[config.mk]
export PLATFORM = sky130hd
export DESIGN_NAME = ccc16_input_conditioner
export DESIGN_NICKNAME = d
export VERILOG_FILES = /design/src/rtl/ccc16_input_conditioner.sv
export SDC_FILE = /design/constraint.sdc
export NUM_CORES = 1
export LEC_CHECK = 0
export CELL_PAD_IN_SITES_DETAIL_PLACEMENT = 1
export CELL_PAD_IN_SITES_GLOBAL_PLACEMENT = 1
export CORE_AREA = 2 2 41 43
export DETAILED_ROUTE_END_ITERATION = 16
export DIE_AREA = 0 0 43 45
export GPL_TIMING_DRIVEN = 1
export PLACE_DENSITY = 0.72
export SLEW_MARGIN = 15
export SYNTH_ARGS = -nofsm -noshare
export SYNTH_HDL_FRONTEND = slang
export SYNTH_SLANG_ARGS = --single-unit
export TNS_END_PERCENT = 100
[constraint.sdc]
create_clock -name clk -period 1.9 [get_ports clk]
set_input_delay 0.38 -clock clk [delete_from_list [all_inputs] [get_ports clk]]
set_output_delay 0.38 -clock clk [all_outputs]
set_load 0.05 [all_outputs]
[src/rtl/ccc16_input_conditioner.sv]
// Conditions the asynchronous ext_in pin: synchronizer, programmable glitch filter,
// and single-cycle rise/fall/selected-event pulses for the CCC16 counter core.
module ccc16_input_conditioner #(
    parameter int unsigned SYNC_STAGES = 2,
    parameter int unsigned GLTH_W      = 4
) (
    input  logic              clk,
    input  logic              rst_n,
    input  logic              en,
    input  logic              gf_en,
    input  logic [GLTH_W-1:0] glth,
    input  logic [1:0]        evt_sel,
    input  logic              ext_in,
    output logic              in_filt,
    output logic              rise,
    output logic              fall,
    output logic              evt
);

    logic [SYNC_STAGES-1:0] sync_q, sync_d;
    logic                   in_filt_q, in_filt_d;
    logic                   filt_dly_q, filt_dly_d;
    logic [GLTH_W-1:0]      cnt_q, cnt_d;
    logic                   s;

    assign s = sync_q[SYNC_STAGES-1];

    // Next-state: synchronizer always shifts; filter and edge history depend on en/gf_en.
    always_comb begin
        sync_d     = {sync_q[SYNC_STAGES-2:0], ext_in};
        in_filt_d  = in_filt_q;
        filt_dly_d = in_filt_q;
        cnt_d      = '0;
        if (!en) begin
            // Load both level and history so enabling never produces a spurious edge.
            in_filt_d  = s;
            filt_dly_d = s;
        end else if (!gf_en) begin
            in_filt_d = s;
        end else if (s == in_filt_q) begin
            cnt_d = '0;
        end else if (cnt_q >= glth) begin
            in_filt_d = s;
        end else begin
            cnt_d = cnt_q + GLTH_W'(1);
        end
    end

    always_ff @(posedge clk or negedge rst_n) begin
        if (!rst_n) begin
            sync_q     <= '0;
            in_filt_q  <= 1'b0;
            filt_dly_q <= 1'b0;
            cnt_q      <= '0;
        end else begin
            sync_q     <= sync_d;
            in_filt_q  <= in_filt_d;
            filt_dly_q <= filt_dly_d;
            cnt_q      <= cnt_d;
        end
    end

    assign in_filt = in_filt_q;
    assign rise    = en & in_filt_q & ~filt_dly_q;
    assign fall    = en & ~in_filt_q & filt_dly_q;
    assign evt     = (evt_sel[0] & rise) | (evt_sel[1] & fall);

endmodule

==> run_results.csv, run 1 <==
group,metric,value,unit
sta,hold_viol,0,
sta,max_slew_margin,0.768,
cts,ctsResizeCount,0,
cts,clock_path_buffers,2,
cts,ctsHoldBuffers,0,
global_routing,track_usage,0.0986,
cts,cts_tree,"done",
synth,async_flop_share,1.00,
synth,postSynthNetCount,56,
routing,wl_per_cell,10.8,um
routing,dr.pass1.iters,2,
synth,synthTopCellsByArea,"dfrtp_1 48%, ha_1 15%, nor2_1 5.4%",
synth,synth_most_common_cell,"dfrtp_1",
critical_path,worstPathMaxFanout,4,
critical_path,crit_family,"buffers and inverters",
sta,finalCritPeriodShare,0.938,
sta,fin_skew,0.0124,ns
cts,cts_max_level,1,
global_routing,grt_max_degree,9,
synth,seq_area_frac_synth,0.478,
critical_path,path_cells,"clkdlybuf4s50_1, nand2_1, nor2_4, a22o_2, buf_12",
min_path,hp-class,"flip-flop to flip-flop",
routing,vias,347,
global_routing,grt_pass1_wl,1.41,mm
routing,drc,0,
die,coreArea,1470,um2
placed_design,place_hpwl,739,um
cts,clock_latency,0.26,ns
synth,ys_seq_elements,8,
global_routing,grt_overflow_total,0,
sta,finalSetupViolations,0,
synth,avgSynthCellArea,10.5,um2
cts,cts_sinks,8,
placed_design,portBuffers,14,
finish,final_area,668,um2
placed_design,gp_congestion,0.682,
die,die_w,43,um
critical_path,end_kind,"output port",
synth,netlist_area,419,um2
pwr,ir_drop,434,uV
cts,post_cts_buffers,0,
critical_path,cpMaxStageDelayCell,"clkdlybuf4s50_1",
sta,layout_min_cycle_time,1.78,ns
critical_path,required,1.52,ns
synth,synth.top_cell.area_share,0.478,
routing,avgViaCountPerCell,4.51,
flow_run,maxCapViolations,0,
synth,synth_cells,40,
cts,numCtsBuffers,3,
sta,grt_setup_unrepaired,"false",
die,start_util,0.285,
global_routing,grt_antenna_before_repair,0,
status,status,"complete, no violations",
synth,synth_common_cells,"8 x dfrtp_1, 6 x nor2_1, 5 x ha_1, 5 x inv_1, 3 x nand2_1",
die,io_pins,15,
finish,fillers,176,
critical_path,cp-start-kind,"input port",
finish,multiInputGateArea,211,um2
cts,cts.clk_slew.worst_paths,0.06,ns
sta,drv_slew,0,
die,std_cell_rows,14,
synth,yosys_most_used_dff,"dfrtp_1",
sta,max_clock_freq,561,MHz
critical_path,cpPeakStageDelay,0.52,ns
synth,yosysUniqueCellTypes,17,
critical_path,worstSetupPathType,"input port to output port",
pwr,p_total,0.427,mW
die,die_area,1940,um2
placed_design,place_area,642,um2
synth,synth_edf_count,0,
sta,worstMarginPinSlew,0.347,ns
routing,initialDrtViolationCount,2,
synth,yosysTopAreaCell,"dfrtp_1",
routing,ant_nets,0,
critical_path,path_buf_inv,2,
die,die_y,45,um
finish,final_layout_size_suffix_gt1_frac,0.262,
finish,layout.nets,78,
synth,synth-warning-count,0,
finish,seq_area,201,um2
critical_path,cp.arrival,1.40,ns
pwr,p_leak,0.320,nW
finish,antenna_cells,0,
routing,postRouteWirelength,835,um
global_routing,grt_pass1_vias,344,
cts,root_buffer,"clkbuf_4",
finish,area_growth,59.4,%
pwr,power_density,638,nW/um2
sta,holdWs,0.352,ns
## logic make-up after synthesis
kind of cell	Yosys count	share of synthesized area
adder cells (fa/ha/maj)	5	0.149
AO/OA/AOI/OAI	5	0.0925
XOR/XNOR	3	0.0627
AND/OR/NAND/NOR	13	0.146
multiplexers	1	0.0269
buffers and inverters	5	0.0448
flip-flops	8	0.478
## through the flow
step / utilization / setup WS [ns] / TNS, ns / cells
global placement: 0.436 / -0.109 / -0.109 / 73
finish: 0.454 / 0.119 / 0 / 77
global route: 0.454 / 0.0559 / 0 / 77
CTS: 0.454 / 0.0931 / 0 / 77
floorplan: - / 0.0879 / 0 / 40
detailed placement: 0.436 / -0.156 / -0.156 / 73
## area by class of cell
class                      instances  area share
clock buffer                       4      0.0393
tap                               16      0.0300
timing repair buffer              17       0.285
multi-input combinational         27       0.316
inverter                           5      0.0281
sequential                         8       0.301
## flip-flops by register name, summed over array words and instances (netlist names)
| name | count |
|---|---|
| cnt_q | 4 |
| sync_q | 2 |
| filt_dly_q | 1 |
| in_filt | 1 |
## cells in the final DEF (no fill, tap or decap), drive strengths merged
master / Yosys / routed
o21ai: 1 / 1
xor2: 2 / 2
a211oi: 1 / 1
xnor2: 1 / 1
nand3: 1 / 1
and3: 1 / 1
nor2: 6 / 6
a22o: 1 / 1
nand2: 3 / 3
inv: 5 / 5
ha: 5 / 5
clkdlybuf4s50: 0 / 10
o211ai: 1 / 1
buf: 0 / 7
mux2: 1 / 1
a21oi: 1 / 1
dfrtp: 8 / 8
nand3b: 1 / 1
nor2b: 1 / 1
clkbuf: 0 / 4
## power breakdown
group / internal (mW) / leakage (nW) / total (mW) / switching, mW
clock network: 0.0804 / 0.0150 / 0.140 / 0.0597
logic: 0.0529 / 0.203 / 0.0999 / 0.0469
registers: 0.179 / 0.101 / 0.187 / 0.00807
## worst paths after layout
| kind | startpoint | end | slack (ns) | cells past startpoint |
|---|---|---|---|---|
| setup / recovery | en | evt | 0.12 | 5 |
| min in group asynchronous | rst_n | cnt_q[0]$_DFF_PN0_ | 0.39 | 1 |
| setup reg to reg | cnt_q[3]$_DFF_PN0_ | in_filt$_DFFE_PN0P_ | 0.34 | 4 |
| max in group asynchronous | rst_n | in_filt$_DFFE_PN0P_ | 1.24 | 1 |
| hold reg to reg | sync_q[0]$_DFF_PN0_ | sync_q[1]$_DFF_PN0_ | 0.35 | 0 |
| hold / removal | sync_q[0]$_DFF_PN0_ | sync_q[1]$_DFF_PN0_ | 0.35 | 0 |
## per-layer routing
| metal | vias up | wire [um] | global-route usage | part of all wire |
|---|---|---|---|---|
| met3 | 2 | 29 | 0.0120 | 0.035 |
| met5 | - | 0 | 0 | 0 |
| met4 | 0 | 20 | 0.0545 | 0.024 |
| li1 | 181 | - | - | - |
| met2 | 7 | 395 | 0.155 | 0.47 |
| met1 | 157 | 389 | 0.134 | 0.47 |
Power figures use the tool's default switching activity.
==> run 2: changes to the inputs <==
--- a/config.mk
+++ b/config.mk
@@ -10,6 +10,7 @@
 export CORE_AREA = 2 2 41 43
 export DETAILED_ROUTE_END_ITERATION = 16
 export DIE_AREA = 0 0 43 45
+export GPL_ROUTABILITY_DRIVEN = 0
 export GPL_TIMING_DRIVEN = 1
 export PLACE_DENSITY = 0.72
 export SLEW_MARGIN = 15
==> results of run 2 <==
Final layout, timing and power as in run 1 (identical DEF).
==> run 3: changes to the inputs <==
--- a/config.mk
+++ b/config.mk
@@ -5,6 +5,7 @@
 export SDC_FILE = /design/constraint.sdc
 export NUM_CORES = 1
 export LEC_CHECK = 0
+export CAP_MARGIN = 20
 export CELL_PAD_IN_SITES_DETAIL_PLACEMENT = 1
 export CELL_PAD_IN_SITES_GLOBAL_PLACEMENT = 1
 export CORE_AREA = 2 2 41 43
==> results of run 3 <==
Final layout, timing and power as in run 1 (identical DEF).
